### config.mk
export PLATFORM = sky130hd
export DESIGN_NAME = cpu_nbit
export DESIGN_NICKNAME = d
export VERILOG_FILES = /design/src/rtl/cpu_nbit_pkg.sv /design/src/rtl/cpu_nbit_rise_edge.sv /design/src/rtl/cpu_nbit.sv
export SDC_FILE = /design/constraint.sdc
export NUM_CORES = 1
export LEC_CHECK = 0
export ABC_CLOCK_PERIOD_IN_PS = 2050
export BUFFER_PORTS_ARGS = -buffer_cell sky130_fd_sc_hd__buf_2
export CAP_MARGIN = 40
export CORE_MARGIN = 1
export CORE_UTILIZATION = 53
export DETAILED_ROUTE_END_ITERATION = 10
export GPL_TIMING_DRIVEN = 0
export MAX_ROUTING_LAYER = met4
export PLACE_DENSITY_LB_ADDON = 0.3
export SLEW_MARGIN = 20
export SYNTH_ARGS = -nofsm -noshare
export SYNTH_HDL_FRONTEND = slang
export SYNTH_SLANG_ARGS = --single-unit
### constraint.sdc
create_clock -name CLK -period 2.05 [get_ports CLK]
set_input_delay 0.41 -clock CLK [delete_from_list [all_inputs] [get_ports CLK]]
set_output_delay 0.41 -clock CLK [all_outputs]
set_load 0.02 [all_outputs]
### src/rtl/cpu_nbit_pkg.sv
// cpu_nbit_pkg: opcodes, mode encoding and next-PC helper for cpu_nbit
package cpu_nbit_pkg;
  localparam int OPC_W = 4;
  localparam logic [OPC_W-1:0] OP_ADDA  = 4'b0000;
  localparam logic [OPC_W-1:0] OP_MOVAB = 4'b0001;
  localparam logic [OPC_W-1:0] OP_INA   = 4'b0010;
  localparam logic [OPC_W-1:0] OP_MOVA  = 4'b0011;
  localparam logic [OPC_W-1:0] OP_MOVBA = 4'b0100;
  localparam logic [OPC_W-1:0] OP_ADDB  = 4'b0101;
  localparam logic [OPC_W-1:0] OP_INB   = 4'b0110;
  localparam logic [OPC_W-1:0] OP_MOVB  = 4'b0111;
  localparam logic [OPC_W-1:0] OP_OUTB  = 4'b1001;
  localparam logic [OPC_W-1:0] OP_OUTI  = 4'b1011;
  localparam logic [OPC_W-1:0] OP_HLT   = 4'b1101;
  localparam logic [OPC_W-1:0] OP_JNC   = 4'b1110;
  localparam logic [OPC_W-1:0] OP_JMP   = 4'b1111;
  localparam logic MODE_STOP = 1'b0;
  localparam logic MODE_RUN  = 1'b1;
  function automatic logic [31:0] next_pc(logic [OPC_W-1:0] op, logic c, logic [31:0] pc, logic [31:0] tgt);
    return op == OP_HLT ? pc : (op == OP_JMP || (op == OP_JNC && !c)) ? tgt : pc + 32'd1;
  endfunction
endpackage

### src/rtl/cpu_nbit_rise_edge.sv
// rise_edge: one-cycle pulse on a rising edge of a synchronous input
module rise_edge (
  input  logic clk,
  input  logic rst,
  input  logic d,
  output logic pulse
);
  logic q;
  always_ff @(posedge clk) q <= rst ? 1'b0 : d;
  assign pulse = d & ~q;
endmodule

### src/rtl/cpu_nbit.sv
// cpu_nbit: TD4-style accumulator CPU with run/stop/step control and external ROM
module cpu_nbit
  import cpu_nbit_pkg::*;
#(
  parameter int DATA_W = 4,
  parameter int ADDR_W = 4
) (
  input  logic                    CLK,
  input  logic                    RST,
  input  logic                    MODESET,
  input  logic                    CPURST,
  input  logic                    STEPINC,
  input  logic                    SEC_SIG,
  input  logic [DATA_W-1:0]       RSW,
  input  logic [OPC_W+DATA_W-1:0] INSTR,
  output logic [ADDR_W-1:0]       PC_ADDR,
  output logic [DATA_W-1:0]       LED,
  output logic [DATA_W-1:0]       REG_A,
  output logic [DATA_W-1:0]       REG_B,
  output logic                    CARRY,
  output logic                    RUNNING,
  output logic                    HALTED
);
  logic ms, cr, st, se, exec, c, mode, halted;
  logic [ADDR_W-1:0] pc, pc_n;
  logic [DATA_W-1:0] a, b, out, imm, a_n, b_n, out_n;
  logic [OPC_W-1:0] op;
  logic [DATA_W:0] sum_a, sum_b;
  logic c_n;
  rise_edge u_ms (.clk(CLK), .rst(RST), .d(MODESET), .pulse(ms));
  rise_edge u_cr (.clk(CLK), .rst(RST), .d(CPURST),  .pulse(cr));
  rise_edge u_st (.clk(CLK), .rst(RST), .d(STEPINC), .pulse(st));
  rise_edge u_se (.clk(CLK), .rst(RST), .d(SEC_SIG), .pulse(se));
  assign {op, imm} = INSTR;
  // exec uses the mode held before any same-cycle MODESET toggle
  assign exec = mode == MODE_RUN ? se : st;
  assign sum_a = {1'b0, a} + {1'b0, imm};
  assign sum_b = {1'b0, b} + {1'b0, imm};
  // jump target is the zero-extended or truncated immediate
  assign pc_n = ADDR_W'(next_pc(op, c, 32'(pc), 32'(imm)));
  always_comb begin
    a_n = op == OP_ADDA ? sum_a[DATA_W-1:0] : op == OP_MOVA ? imm : op == OP_MOVAB ? b : op == OP_INA ? RSW : a;
    b_n = op == OP_ADDB ? sum_b[DATA_W-1:0] : op == OP_MOVB ? imm : op == OP_MOVBA ? a : op == OP_INB ? RSW : b;
    out_n = op == OP_OUTB ? b : op == OP_OUTI ? imm : out;
    c_n = op == OP_ADDA ? sum_a[DATA_W] : op == OP_ADDB ? sum_b[DATA_W] : 1'b0;
  end
  always_ff @(posedge CLK) begin
    if (RST) begin
      pc <= '0;
      a <= '0;
      b <= '0;
      out <= '0;
      c <= 1'b0;
      mode <= MODE_STOP;
      halted <= 1'b0;
    end else begin
      if (ms) begin
        mode <= ~mode;
        halted <= 1'b0;
      end
      if (cr) begin
        pc <= '0;
        a <= '0;
        b <= '0;
        out <= '0;
        c <= 1'b0;
      end else if (exec) begin
        pc <= pc_n;
        a <= a_n;
        b <= b_n;
        out <= out_n;
        c <= c_n;
        if (op == OP_HLT) begin
          mode <= MODE_STOP;
          halted <= 1'b1;
        end
      end
    end
  end
  assign PC_ADDR = pc;
  assign LED = out;
  assign REG_A = a;
  assign REG_B = b;
  assign CARRY = c;
  assign RUNNING = mode == MODE_RUN;
  assign HALTED = halted;
endmodule

=== Word-level counts from Yosys, hierarchy flattened ===
Index checks and enable logic that the tools add are counted.

* Memories kept: 0
* Output and inout bits: 19
* Memory bits (writable): 0
* Latch bits: 0
* Word-level logic and storage cells: 70
* Register bits after elaboration: 23
* Bits of input ports: 18
* Memory bits (read-only): 0

* Multipliers: 0
* Mux-type cells: 22
* Equality and inequality tests: 12
* Reductions and logical operators: 12
* Shift-type cells: 0
* Order comparisons: 0
* Divide/modulo/power cells: 0
* Add/subtract/negate cells: 3
* Bitwise operators: 10

{| class="wikitable"
|+ Operator list
! kind !! number
|-
| two-way mux 4 bit || 11
|-
| equality test 4 bit (second input constant) || 5
|-
| equality test 4 x 3 -> 1 bit (second input constant) || 4
|-
| two-way mux 1 bit || 11
|-
| adder 4 x 4 -> 5 bit || 2
|-
| equality test 4 x 2 -> 1 bit (second input constant) || 2
|-
| AND reduction 2 bit || 4
|-
| nonzero test 4 bit || 2
|-
| NOT 1 bit || 6
|-
| adder 4 x 1 -> 4 bit (second input constant) || 1
|-
| bitwise AND 1 bit || 4
|-
| equality test 4 x 1 -> 1 bit (second input constant) || 1
|-
| logical NOT 4 bit || 1
|-
| nonzero test 2 bit || 1
|-
| OR reduction 2 bit || 1
|-
| logical AND 1 bit || 1
|-
| logical NOT 1 bit || 1
|-
| logical OR 1 bit || 1
|}

=== Longest topological paths before layout ===
Gate-level depths: netlist of run 1.

* Depth after elaboration: 6
* Mapped depth: 6
* Depth with buffers taken out: 6

=== By module ===
Synthesis of run 1 repeated with hierarchy kept, for this count alone.

* Cell total of the unflattened synthesis: 185
* Area, all modules: 1,616.6 sq um

{| class="wikitable"
|+ By module, submodules not included
! module !! area each (sq um) !! seq. area each (sq um) !! instances !! cells each
|-
| cpu_nbit || 1,426.4 || 380.4 || 1 || 173
|-
| rise_edge || 47.5 || 20.0 || 4 || 3
|}

=== Least setup slack after synthesis of run 1 ===
No wires, ideal clock.

* Path kind: reg-to-reg
* From: reg b[0], in the netlist REG_B[0]
* To: reg b[1], in the netlist REG_B[1]
* Clock period less this slack: 1.641 ns
* Cell stages (with the launch flop): 7
* Path buffers: 0
* Data required time: 1.959 ns
* Path slack: 0.409 ns
* Arrival time: 1.550 ns
* Library setup time: 0.091 ns
* Cell sequence: dfxtp_1 -> ha_1 -> fa_1 -> inv_1 -> a21oi_1 -> o31ai_1 -> a311oi_1

* Cells in the longest elaborated chain, start to end: 2

{| class="wikitable"
|+ RTL lines
! what !! line !! source
|-
| start, declared || cpu_nbit.sv:26 || <nowiki>logic [DATA_W-1:0] a, b, out, imm, a_n, b_n, out_n;</nowiki>
|-
| start signal, assigned || cpu_nbit.sv:70 || <nowiki>b <= b_n;</nowiki>
|-
| adder 4 x 4 -> 5 bit || cpu_nbit.sv:38 || <nowiki>assign sum_b = {1'b0, b} + {1'b0, imm};</nowiki>
|-
| two-way mux 4 bit || cpu_nbit.sv:43 || <nowiki>b_n = op == OP_ADDB ? sum_b[DATA_W-1:0] : op == OP_MOVB ? imm : op == OP_MOVBA ? a : op == OP_INB ? RSW : b;</nowiki>
|}

No other way between the ends.
A chain may end at the register's enable or synchronous reset.

=== Final worst setup path of run 1 ===
* From: reg a[0], in the netlist REG_A[0]
* To: reg c, in the netlist CARRY

* Cells in the longest elaborated chain, start to end: 2

{| class="wikitable"
|+ RTL lines
! what !! line !! source
|-
| start, declared || cpu_nbit.sv:26 ||
|-
| start signal, assigned || cpu_nbit.sv:69 || <nowiki>a <= a_n;</nowiki>
|-
| adder 4 x 4 -> 5 bit || cpu_nbit.sv:37 || <nowiki>assign sum_a = {1'b0, a} + {1'b0, imm};</nowiki>
|-
| two-way mux 1 bit || cpu_nbit.sv:45 || <nowiki>c_n = op == OP_ADDA ? sum_a[DATA_W] : op == OP_ADDB ? sum_b[DATA_W] : 1'b0;</nowiki>
|-
| end signal, assigned || cpu_nbit.sv:72 || <nowiki>c <= c_n;</nowiki>
|-
| end, declared || cpu_nbit.sv:24 || <nowiki>logic ms, cr, st, se, exec, c, mode, halted;</nowiki>
|}

No other way between the ends.

==> out/qor.csv, run 1 <==
stage;metric;value;unit
run_status;status;finished, final reports clean;
placement;Port Buffer Count;35;
critical_path;Worst Setup Path Type;reg -> reg;
worst_hold_path;worst hold path type;in -> reg;
critical_path;Worst EP required;2240;ps
timing;slew margin rel.;54.1;%
timing;Final Hold Fails;0;
floorplan;die area;0.00308;sq mm
pwr;Leakage;0.786;nW
finish;filler instances;251;
route;via count;1563;
clock_network;hold buffer count at CTS;0;
clock_network;Post-CTS Setup Repair Bufs;0;
synth;Mapped Cells;181;
clock_network;H-Tree Level Count;1;
synth;largest family of logic cells by synthesized area;compound AO/OA/AOI/OAI gates;
critical_path;Max stage delay on crit path;430;ps
clock_network;CTS Root Cell;clkbuf_4;
critical_path;CP cell instances;ha_1, fa_1, a21o_1, a21oi_1, o32a_1, a211oi_1;
clock_network;clock sink total;23;
clock_network;PostCTS Resize Cnt;0;
synth;Post-synth EDFFs;0;
synth;Top FF cell, synth;dfxtp_1;
floorplan;# IOs;37;
route;Routed WL per cell;15.9;um
critical_path;Critical-path top delay cell;fa_1;
global_routing;initial antenna violation count;0;
synth;fraction of registers with async set/reset;0;%
finish;most common cell after layout, fill and taps aside;buf_2;
clock_network;clock buffer depth;2;
critical_path;CP max FO;4;
critical_path;CP Capture Type;flop;
synth;synthesized area;0.00152;sq mm
floorplan;Die X;55.5;um
synth;post-synthesis xor/xnor area fraction;1.73;%
finish;P&R area growth vs syn;15.9;%
route;antenna-violating nets left;0;
timing;setup_tns;0;ps
global_routing;gr usage total;28.1;%
synth;synthesized flop and latch total;23;
pwr;VDD IR max;354;uV
route;Remaining DRCs;0;
timing;clk_skew;8.97;ps
global_routing;vias in the first global route;1420;
finish;fin nets;250;
critical_path;worst endpoint data arrival time;2010;ps
placement;dpl hpwl;3.05;mm
run;Max Cap Viol;0;
timing;min Tclk post-route;1820;ps
floorplan;row count;19;
floorplan;die span in y;55.5;um
finish;FF/Latch Area;460;sq um
synth;synth top area cells;dfxtp_1, ha_1, mux2i_1;
synth;Yosys cell types;44;
finish;Multi-input gate area;985;sq um
finish;layout cells sized above 1;20.9;%
finish;Inserted Diodes;0;
global_routing;largest net degree at the start of global routing;14;
synth;register area share after synthesis;30.4;%
floorplan;Starting Density;55.5;%
synth;compound-gate portion of the synthesized area;27.9;%
timing;Fmax achieved;551;MHz
synth;Syn Area/Cell;8.38;sq um
synth;Post-Synth Simple-Gate Area;20.6;%
global_routing;grt ovf;0;
clock_network;Skew-Pair Late Insertion Delay;310;ps
placement;gp weighted congestion;0.907;
pwr;Power Dens Cells;521;mW/mm^2
clock_network;CTS tree;yes;
route;Routed WL;3.99;mm
finish;most frequent cells in the layout;buf_2, dfxtp_1, nor2_1;
timing;Worst Tran Pin Value;688;ps
timing;Setup-failing EPs final;0;
clock_network;Clock transition at path regs;130;ps
route;Pre-antenna DRT Iters;6;
synth;Synth Area in Adders;10.1;%
clock_network;CTS buffer count;3;
global_routing;first-pass GRT wire length;6.69;mm
synth;Synth top area share;30.4;%
synth;YS warnings;0;
route;number of vias per cell;6.23;
floorplan;core area;0.00273;sq mm
synth;post-synth top area cell;dfxtp_1;
timing;unrepaired setup endpoints after global routing;no;
timing;post-route clock period utilization;88.6;%
pwr;total power draw;0.000917;W
timing;Max Slew Vio Count;0;
route;DRT iter0 DRCs;115;
synth;multiplexer share of the synthesized area;4.62;%
critical_path;element type at the critical path start;flop;
synth;Net Count, Synth;210;
## flip-flops by register name, summed over array words and instances, names as in the netlist
| signal | count |
|---|---|
| CARRY | 1 |
| HALTED | 1 |
| LED | 4 |
| PC_ADDR | 4 |
| REG_A | 4 |
| REG_B | 4 |
| RUNNING | 1 |
| u_cr.q | 1 |
| u_ms.q | 1 |
| u_se.q | 1 |
| u_st.q | 1 |
## synth_stat cells, types with 2 or more instances
library cell   n
xor2_1         2
a21o_1         3
nand2_1       10
and3_1         2
inv_1          8
nand3b_1       3
nand3_1        4
o31ai_1        2
o221ai_1       6
a21oi_1       13
ha_1           9
mux2i_1        7
nand2b_1       6
a31oi_1        3
nor2b_1        7
a21oi_2        2
o2111ai_1      2
a311oi_1       3
buf_1          2
a211oi_1       7
fa_1           2
o22ai_1        3
nor2_1        17
a22oi_1        2
clkbuf_1       5
buf_2          3
dfxtp_1       23
o21ai_0        8
nand4_1        2
## final cells by class
cell class / count / area share (%)
Multi-Input combinational cell: 140 / 56.0
Sequential cell: 23 / 26.2
Timing Repair Buffer: 35 / 9.96
Buffer: 10 / 2.35
Tap cell: 31 / 2.21
Inverter: 8 / 1.71
Clock buffer: 3 / 1.28
Clock inverter: 1 / 0.285
## cell families (layout without fill, tap and decap cells)
kind of cell               Yosys count  count (layout)
buffers and inverters               18              57
adders and majority gates           11              11
AOI/OAI and AO/OA                   61              61
and+or+nand+nor                     58              58
DFF                                 23              23
xor gates and xnor gates             3               3
muxes                                7               7
## metrics by stage
step | std cells | utilization [%] | worst slack, ps | area [sq um] | hold WS [ps]
finish | 251 | 64.3 | 235 | 1760 | 315
detailed placement | 247 | 63.3 | 77.9 | 1730 | 487
floorplan | 181 | - | 409 | 1520 | 479
CTS | 251 | 64.3 | 269 | 1760 | 313
global placement | 247 | 63.3 | 126 | 1730 | 463
global route | 251 | 64.3 | 130 | 1760 | 307
## metal layers
layer / track usage [%] / up-vias / part of all wire [%]
met4: 9.64 / 0 / 1.1
met5: - / - / 0
li1: - / 756 / -
met3: 4.22 / 8 / 9.2
met2: 43.2 / 81 / 48
met1: 37.9 / 718 / 41
## critical path: cells and delay by family (launching register included)
kind	cells	cell delay, ps
flops	1	360
fa+ha+maj	2	680
compound gates	4	660
## path summary, 6_finish.rpt
kind / depth (start not counted) / slack [ps] / end / from
setup / recovery: 6 / 230 / CARRY / REG_A[0]
hold / removal: 2 / 310 / u_st.q / STEPINC
setup reg to reg: 6 / 230 / CARRY / REG_A[0]
hold reg to reg: 2 / 500 / LED[1] / LED[1]
## power by group
part	internal (W)	total [W]	switching [W]
registers	0.000464	0.000480	0.0000161
clock network	0.0000729	0.000213	0.000140
logic	0.0000860	0.000223	0.000137
Note: power is estimated with default switching activity, not from simulation.
==> inputs of run 2 (changes only) <==
--- a/config.mk
+++ b/config.mk
@@ -13,7 +13,7 @@
 export DETAILED_ROUTE_END_ITERATION = 10
 export GPL_TIMING_DRIVEN = 0
 export MAX_ROUTING_LAYER = met4
-export PLACE_DENSITY_LB_ADDON = 0.3
+export PLACE_DENSITY = 0.77
 export SLEW_MARGIN = 20
 export SYNTH_ARGS = -nofsm -noshare
 export SYNTH_HDL_FRONTEND = slang
==> out/qor.csv, run 2 (synthesized netlist as in run 1, its figures left out) <==
stage;metric;value;unit
floorplan;die area;0.00308;sq mm
critical_path;element type at the critical path start;flop;
clock_network;clock buffer depth;2;
clock_network;PostCTS Resize Cnt;0;
pwr;Power Dens Cells;523;mW/mm^2
critical_path;worst endpoint data arrival time;2060;ps
critical_path;CP cell instances;or3b_1, buf_2, a21boi_1, o311a_1, nor2_1;
critical_path;CP max FO;8;
timing;Fmax achieved;545;MHz
timing;Setup-failing EPs final;0;
route;antenna-violating nets left;0;
finish;layout cells sized above 1;20.5;%
clock_network;CTS Root Cell;clkbuf_4;
finish;filler instances;260;
finish;most common cell after layout, fill and taps aside;buf_2;
pwr;combinational power share;24.4;%
critical_path;Critical-path top delay cell;a21boi_1;
global_routing;vias in the first global route;1442;
critical_path;Max stage delay on crit path;540;ps
timing;Final Hold Fails;0;
critical_path;Worst EP required;2280;ps
critical_path;R2R Setup Slk;220;ps
timing;unrepaired setup endpoints after global routing;no;
worst_hold_path;hold_sp;STEPINC;
pwr;Leakage;0.783;nW
clock_network;Skew-Pair Late Insertion Delay;320;ps
pwr;sw power;0.000291;W
timing;Hold WS;310;ps
global_routing;largest net degree at the start of global routing;13;
clock_network;Clock transition at path regs;130;ps
floorplan;Die X;55.5;um
floorplan;die span in y;55.5;um
clock_network;CTS buffer count;3;
global_routing;gr usage total;28.3;%
global_routing;grt ovf;0;
run;Max Cap Viol;0;
pwr;Flop pwr share;52.3;%
placement;gp weighted congestion;0.943;
finish;Inserted Diodes;0;
floorplan;row count;19;
worst_hold_path;Worst Hold Endpoint;u_st.q;
finish;most frequent cells in the layout;buf_2, dfxtp_1, nor2_1;
route;Remaining DRCs;0;
timing;clk_skew;7.49;ps
placement;Port Buffer Count;35;
pwr;clock power share;23.4;%
worst_hold_path;worst hold path type;in -> reg;
clock_network;CTS tree;yes;
clock_network;hold buffer count at CTS;0;
pwr;Switching Fraction;31.7;%
clock_network;Post-CTS Setup Repair Bufs;0;
run_status;status;finished, final reports clean;
critical_path;CP Launch Point;RUNNING;
timing;slew margin rel.;54.9;%
worst_hold_path;WHS Path Cells;2;
critical_path;Reg2Reg Launch Point;RUNNING;
finish;P&R area growth vs syn;15.8;%
pwr;Pint;0.000627;W
route;Routed WL per cell;15.5;um
route;via count;1537;
critical_path;depth of the most critical reg-to-reg path;5;
route;Routed WL;3.89;mm
timing;Worst Tran Pin Value;676;ps
clock_network;clock sink total;23;
floorplan;Starting Density;55.5;%
critical_path;CP Capture Type;flop;
global_routing;initial antenna violation count;0;
clock_network;H-Tree Level Count;1;
floorplan;# IOs;37;
timing;setup_tns;0;ps
placement;dpl hpwl;2.99;mm
route;number of vias per cell;6.12;
critical_path;R2R Path End;REG_A[1];
timing;Max Slew Vio Count;0;
route;DRT iter0 DRCs;64;
floorplan;core area;0.00273;sq mm
global_routing;first-pass GRT wire length;6.73;mm
finish;fin nets;250;
timing;min Tclk post-route;1830;ps
route;Pre-antenna DRT Iters;4;
timing;post-route clock period utilization;89.5;%
critical_path;Worst Setup Path Type;reg -> reg;
pwr;VDD IR max;469;uV
==> run 2: cell type report <==
| type | count | area, sq um | area share [%] |
|---|---|---|---|
| buffer | 10 | 41.3 | 2.35 |
| clock buffer | 4 | 26.3 | 1.50 |
| inverter | 8 | 30.0 | 1.71 |
| multi-input combinational | 140 | 985 | 56.1 |
| sequential | 23 | 460 | 26.2 |
| tap | 31 | 38.8 | 2.21 |
| timing repair buffer | 35 | 175 | 9.97 |
==> run 2: how the worst max path moves through the flow <==
stage	endpoint	depth (start not counted)
finish	REG_A[1]	5
floorplan	REG_B[1]	6
CTS	REG_A[3]	5
global placement	PC_ADDR[0]	5
detailed placement	PC_ADDR[0]	5
global route	REG_A[3]	5
==> run 2: power by group through the flow <==
stage	clock network (W)	logic, W	registers [W]
2_1_floorplan	0	0.000132	0.000503
3_3_place_gp	0	0.000213	0.000489
3_5_place_dp	0	0.000221	0.000490
4_1_cts	0.000214	0.000222	0.000480
5_1_grt	0.000234	0.000249	0.000484
6_report	0.000215	0.000224	0.000480
==> run 2: per-stage QoR <==
stage               cell area (sq um)  setup slack [ps]  std cells  utilization (%)  total power (W)
detailed placement               1730              64.4        247             63.3         0.000711
global route                     1760              62.7        251             64.3         0.000967
CTS                              1760               239        251             64.3         0.000915
global placement                 1730               102        247             63.3         0.000702
finish                           1760               216        251             64.3         0.000918
floorplan                        1520               409        181                -         0.000635
==> run 2: critical path: cells and delay by family, from the launching register on <==
kind | cells | cell delay (ps)
buffers and inverters | 1 | 170
AO/OA/AOI/OAI | 2 | 820
AND/OR/NAND/NOR | 2 | 390
flip-flops | 1 | 360
==> run 2: per-layer routing <==
metal / global-route usage (%) / routed length [um]
met1: 36.6 / 1740
met2: 45.8 / 1890
met5: - / 0
met4: 8.21 / 48
met3: 4.45 / 221
